<file path="config.mk">
export PLATFORM = sky130hd
export DESIGN_NAME = hdb3_decode_flat
export DESIGN_NICKNAME = d
export VERILOG_FILES = /design/src/rtl/hdb3_decode_if.sv /design/src/rtl/hdb3_decode.sv /design/src/flat_wrapper.sv
export SDC_FILE = /design/constraint.sdc
export NUM_CORES = 1
export LEC_CHECK = 0
export BUFFER_PORTS_ARGS = -buffer_cell sky130_fd_sc_hd__buf_2
export CAP_MARGIN = 20
export CORE_AREA = 2 2 39 41
export DETAILED_ROUTE_END_ITERATION = 10
export DIE_AREA = 0 0 41 43
export PLACE_DENSITY = 0.55
export SKIP_CTS_REPAIR_TIMING = 1
export SLEW_MARGIN = 20
export SYNTH_ARGS = -nofsm -noshare
export SYNTH_HDL_FRONTEND = slang
export SYNTH_SLANG_ARGS = --single-unit
</file>
<file path="constraint.sdc">
create_clock -name clk -period 2 [get_ports clk]
set_clock_uncertainty 0.05 [all_clocks]
set_input_delay 0.2 -clock clk [delete_from_list [all_inputs] [get_ports clk]]
set_output_delay 0.2 -clock clk [all_outputs]
set_load 0.01 [all_outputs]
</file>
<file path="src/rtl/hdb3_decode_if.sv">
// Line-side bundle for the HDB3 decoder: the two mark rails in, the recovered
// NRZ stream, its valid flag and the line-code error pulse out.
interface hdb3_decode_if;
    logic BP;
    logic BN;
    logic data_out;
    logic data_valid;
    logic code_err;

    modport master (
        output BP,
        output BN,
        input  data_out,
        input  data_valid,
        input  code_err
    );

    modport slave (
        input  BP,
        input  BN,
        output data_out,
        output data_valid,
        output code_err
    );
endinterface

</file>
<file path="src/rtl/hdb3_decode.sv">
// HDB3 line decoder: removes B00V/000V substitutions with a fixed 4-edge latency.
// Optional line-code checking is compiled in with macro HDB3_ERR_CHK_EN.
module hdb3_decode (
    input  logic         clk,
    input  logic         rst_n,
    hdb3_decode_if.slave line
);

    logic       mark_p;
    logic       mark_n;
    logic       is_mark;
    logic       is_v;

    logic [3:0] sr_q, sr_d;
    logic       last_pol_q, last_pol_d;
    logic       first_mark_q, first_mark_d;
    logic [2:0] cnt_q, cnt_d;
    logic       valid_q, valid_d;

    // BP=BN=1 is neither mark, so it falls through as a space.
    always_comb begin
        mark_p  = line.BP & ~line.BN;
        mark_n  = ~line.BP & line.BN;
        is_mark = mark_p | mark_n;
        is_v    = is_mark & first_mark_q & (mark_p == last_pol_q);
    end

    always_comb begin
        sr_d         = {sr_q[2:0], is_mark & ~is_v};
        last_pol_d   = last_pol_q;
        first_mark_d = first_mark_q | is_mark;
        cnt_d        = (cnt_q == 3'd4) ? cnt_q : cnt_q + 3'd1;
        valid_d      = (cnt_d == 3'd4);
        if (is_mark) begin
            last_pol_d = mark_p;
        end
        // A V cancels itself and the three symbols before it, the oldest of
        // which is about to move into sr[3]; zeroing the whole line covers all four.
        if (is_v) begin
            sr_d = '0;
        end
    end

    always_ff @(posedge clk or negedge rst_n) begin
        if (!rst_n) begin
            sr_q         <= '0;
            last_pol_q   <= 1'b0;
            first_mark_q <= 1'b0;
            cnt_q        <= '0;
            valid_q      <= 1'b0;
        end else begin
            sr_q         <= sr_d;
            last_pol_q   <= last_pol_d;
            first_mark_q <= first_mark_d;
            cnt_q        <= cnt_d;
            valid_q      <= valid_d;
        end
    end

    assign line.data_out   = sr_q[3];
    assign line.data_valid = valid_q;

`ifdef HDB3_ERR_CHK_EN
    logic       illegal;
    logic [2:0] zrun_q, zrun_d;
    logic       prev_v_seen_q, prev_v_seen_d;
    logic       prev_v_pol_q, prev_v_pol_d;
    logic       err_q, err_d;

    always_comb begin
        illegal       = line.BP & line.BN;
        zrun_d        = zrun_q;
        prev_v_seen_d = prev_v_seen_q | is_v;
        prev_v_pol_d  = prev_v_pol_q;
        if (is_mark) begin
            zrun_d = '0;
        end else if (zrun_q != 3'd7) begin
            zrun_d = zrun_q + 3'd1;
        end
        if (is_v) begin
            prev_v_pol_d = mark_p;
        end
        // The run error fires only on the transition into the fourth space.
        err_d = illegal
              | (~is_mark & (zrun_q == 3'd3))
              | (is_v & prev_v_seen_q & (prev_v_pol_q == mark_p));
    end

    always_ff @(posedge clk or negedge rst_n) begin
        if (!rst_n) begin
            zrun_q        <= '0;
            prev_v_seen_q <= 1'b0;
            prev_v_pol_q  <= 1'b0;
            err_q         <= 1'b0;
        end else begin
            zrun_q        <= zrun_d;
            prev_v_seen_q <= prev_v_seen_d;
            prev_v_pol_q  <= prev_v_pol_d;
            err_q         <= err_d;
        end
    end

    assign line.code_err = err_q;
`else
    assign line.code_err = 1'b0;
`endif

    // mark_n is only needed to build is_mark; keep it referenced for clarity.
    logic unused_ok;
    assign unused_ok = mark_n;

endmodule

</file>
<file path="src/flat_wrapper.sv">
// flat-port wrapper written by rule: the top's interface ports become plain ports
module hdb3_decode_flat 
  (clk, rst_n, line_BP, line_BN, line_data_out, line_data_valid, line_code_err);
  hdb3_decode_if line_i ();
  input  logic clk;
  input  logic rst_n;
  input wire logic [$bits(line_i.BP)-1:0] line_BP;
  input wire logic [$bits(line_i.BN)-1:0] line_BN;
  output wire logic [$bits(line_i.data_out)-1:0] line_data_out;
  output wire logic [$bits(line_i.data_valid)-1:0] line_data_valid;
  output wire logic [$bits(line_i.code_err)-1:0] line_code_err;
  assign line_i.BP = line_BP;
  assign line_i.BN = line_BN;
  assign line_data_out = line_i.data_out;
  assign line_data_valid = line_i.data_valid;
  assign line_code_err = line_i.code_err;
  hdb3_decode u_core (.clk(clk), .rst_n(rst_n), .line(line_i));
endmodule
</file>
==> summary.md <==
The core region is 1380 µm². The die is 41 µm wide. The run finished with clean final reports. TritonCTS built the clock tree.

At the end of routability-driven placement, the weighted congestion stood at 0.670. After the last flow step, the layout net total stands at 52. For the count of placed standard cells including taps, the log shows 55. After detailed routing, the average wire length per cell comes to 11.1 µm. After the flow finishes, the layout carries non-filler instances totaling 60.

Launch instance of the worst register-to-register path: u_core.cnt_q[0]$_DFF_PN0_. The accumulated negative setup slack was 0 ns; the worst-case setup slack after placement was 0.484 ns. The count of nets left with antenna violations once routing finished came out at 0. The starting utilization of the core area came out at 31.3%. The run gives 667 µm as the aggregate routed wire length. The run gives 42 as the post-synthesis net count. Clock tree synthesis inserted a total of 3 buffers.

Cells with a size suffix above 1 make up 25.0% of the layout. The most instantiated library cell after synthesis is dfrtp_1. The floorplan has 14 rows. Sorting the synthesized cells by area gives the leading types as dfrtp_1 58%, ha_1 8.7%, a21boi_0 5.2%.

Across the run, the number of max-cap violations was 0. For the number of sinks handled by clock tree synthesis, the log shows 10. For this design the ratio of total power to cell area is 822 nW/µm². After routing the design area is 517 µm². Setup repair after global routing left no endpoint under its margin. The repair_antennas step left the layout with diodes totalling 0. The launch point of the critical path was u_core.cnt_q[0]$_DFF_PN0_. The filler cells instantiated in the layout total 134. For the worst setup path, the data required time is 2.12 ns. The logs give 290 for the via count of the first global-routing pass and 0.26 ns for the later-pin clock latency in the skew report. The largest fanout on the critical path is 4, and the worst-case setup margin in the final layout is 0.480 ns. Synthesis produced 35 cells. Cell taking the most area after synthesis: dfrtp_1. Initial antenna violation count: 0.

The async set-or-reset flop fraction in the synthesized netlist works out to 100%. Setup violations remaining at the end of the flow were counted as 0. The worst hold path passes through 3 cells. The run gives 0 as the count of final max-slew check failures.

The cell sitting at the root of the clock tree is a clkbuf_4. The area of placed instances is 470 µm². For the multi-input logic area, the log shows 164 µm².

The first detailed-routing pass took 4 iterations. Total number of vias: 265. After synthesis, the mean cell area works out to 12.4 µm². Top-area cell type share of the netlist area: 57.8%. The number of distinct library cell variants in the gate-level netlist after synthesis is 15, and the die height is 43 µm. The critical path launch point type was a flip-flop. By startpoint and endpoint, the worst setup path is classified as flip-flop to flip-flop.

The run gives 1 as the DRC marker count from the first detailed-route iteration. Counting instances in the post-synthesis netlist gives the leading cell types as 10 x dfrtp_1, 3 x a21boi_0, 3 x a21oi_1, 3 x ha_1, 3 x inv_1. Dividing the detail-routed via count by the number of cells gives 4.42. The path with the worst hold slack has its endpoint at u_core.sr_q[0]$_DFF_PN0_.

Counting cells, the worst reg-to-reg path comes to 4. The first global-routing pass estimated 1220 µm of wire. The final hold violation count is 0, and the final worst-path cycle share is 76.0%.

Total leakage power: 0.244 nW. In the global route stage, overall resource usage came out at 11.5%. VDD sags by at most 0.265 mV. Power comes to 0.425 mW. The worst hold path class is primary input to flip-flop.

Top-level port count: 7. Post-synth design cell area: 433 µm². The worst register-to-register path has a setup slack of 0.48 ns. Relative to the synthesized area, the layout overhead comes to 19.4%. The clock transition at the registers of the reported paths is 0.06 ns. The area of the die came out at 1760 µm². Subtracting the final worst setup slack from the clock period gives 1.52 ns. The top flip-flop cell by instance count after synthesis was dfrtp_1. The number of enable-type register cells in the synthesized netlist is 0, and the maximum number of pins on one net before global-route repair is 11.

The upper clock frequency limit came out at 658 MHz. In this run the critical register-to-register path is captured at u_core.line.data_valid$_DFF_PN0_. After global routing the overflow that remains totals 0. STA classifies the critical path endpoint as a flip-flop. Summing the sequential cell areas from Yosys gives 57.8% of the chip area. The clock passes through at most 2 buffers. The arrival time of data at the critical path endpoint came out at 1.64 ns. The maximum level of the CTS H-tree is 1.

Port buffering added 5 buffers. The number of flip-flops and latches in the synthesized netlist was 10; the number of warnings printed during yosys synthesis was 0. The hold path startpoint was line_BP.

Registers take 250 µm². In the routed design, unresolved DRC markers number 0.
-- power by group --
part	internal [mW]	leakage, nW	switching [mW]	total, mW
Combinational	0.0152	0.101	0.0182	0.0334
Sequential	0.213	0.121	0.00324	0.216
Clock	0.110	0.0210	0.0647	0.175
-- worst max-delay path by stage --
| stage | to | slack (ns) | cells past startpoint |
|---|---|---|---|
| 2_1_floorplan | u_core.line.data_valid$_DFF_PN0_ | 0.58 | 4 |
| 3_3_place_gp | u_core.line.data_valid$_DFF_PN0_ | 0.55 | 4 |
| 3_5_place_dp | u_core.line.data_valid$_DFF_PN0_ | 0.48 | 4 |
| 4_1_cts | u_core.line.data_valid$_DFF_PN0_ | 0.47 | 4 |
| 5_1_grt | u_core.line.data_valid$_DFF_PN0_ | 0.38 | 4 |
| 6_report | u_core.line.data_valid$_DFF_PN0_ | 0.48 | 4 |
-- placed cells by master, fill, tap and decap left out, types with 2 or more instances in the layout --
| master | netlist | final |
|---|---|---|
| a21boi_0 | 3 | 3 |
| a21oi_1 | 3 | 3 |
| buf_2 | 0 | 5 |
| clkbuf_4 | 0 | 3 |
| dfrtp_1 | 10 | 10 |
| ha_1 | 3 | 3 |
| inv_1 | 3 | 3 |
| nand2b_1 | 2 | 2 |
| nor2b_1 | 2 | 2 |
| xnor2_1 | 2 | 2 |
-- routing by layer --
| metal | part of all wire, % | up-vias | track usage, % | wire length (µm) |
|---|---|---|---|---|
| li1 | - | 131 | - | - |
| met5 | 0 | - | 0 | 0 |
| met4 | 1.2 | 0 | 8.00 | 8 |
| met1 | 37 | 127 | 10.4 | 246 |
| met3 | 5.1 | 2 | 7.85 | 34 |
| met2 | 57 | 5 | 17.2 | 377 |
-- worst max-delay path, stage by stage (launching register included) --
cell and delay, ns:
dfrtp_1 0.40, inv_1 0.10, ha_1 0.25, or3b_1 0.40, a311oi_2 0.23
-- sequential cells by signal, indices dropped and copies added, names as in the netlist --
register and count:
u_core.cnt_q 3, u_core.line.data_valid 1, u_core.first_mark_q 1, u_core.last_pol_q 1
u_core.sr_q 4
-- stage by stage --
stage	hold slack, ns	util [%]
after CTS	-0.265	36.6
after detailed placement	0.0204	34.0
final	0.236	37.3
after global routing	0.237	37.3
after global placement	0.0123	34.0
after floorplan	-0.146	-
-- layout make-up --
| class | count | share of cell area, % |
|---|---|---|
| clock buffer | 4 | 7.02 |
| inverter | 3 | 2.18 |
| multi-input combinational | 21 | 31.7 |
| sequential | 10 | 48.4 |
| tap | 16 | 3.87 |
| timing repair buffer | 6 | 6.78 |
-- cells by family (layout without fill, tap and decap cells) --
logic type / Yosys count / count (layout) / synth area share, %
other: 1 / 1 / 0.866
adder cells (fa/ha/maj): 3 / 3 / 8.67
buffers and inverters: 4 / 13 / 4.34
AO/OA/AOI/OAI: 7 / 7 / 12.1
flip-flops: 10 / 10 / 57.8
AND/OR/NAND/NOR: 7 / 7 / 9.54
XOR/XNOR: 2 / 2 / 4.05
multiplexers: 1 / 1 / 2.60
Note: power is estimated with default switching activity, not from simulation.
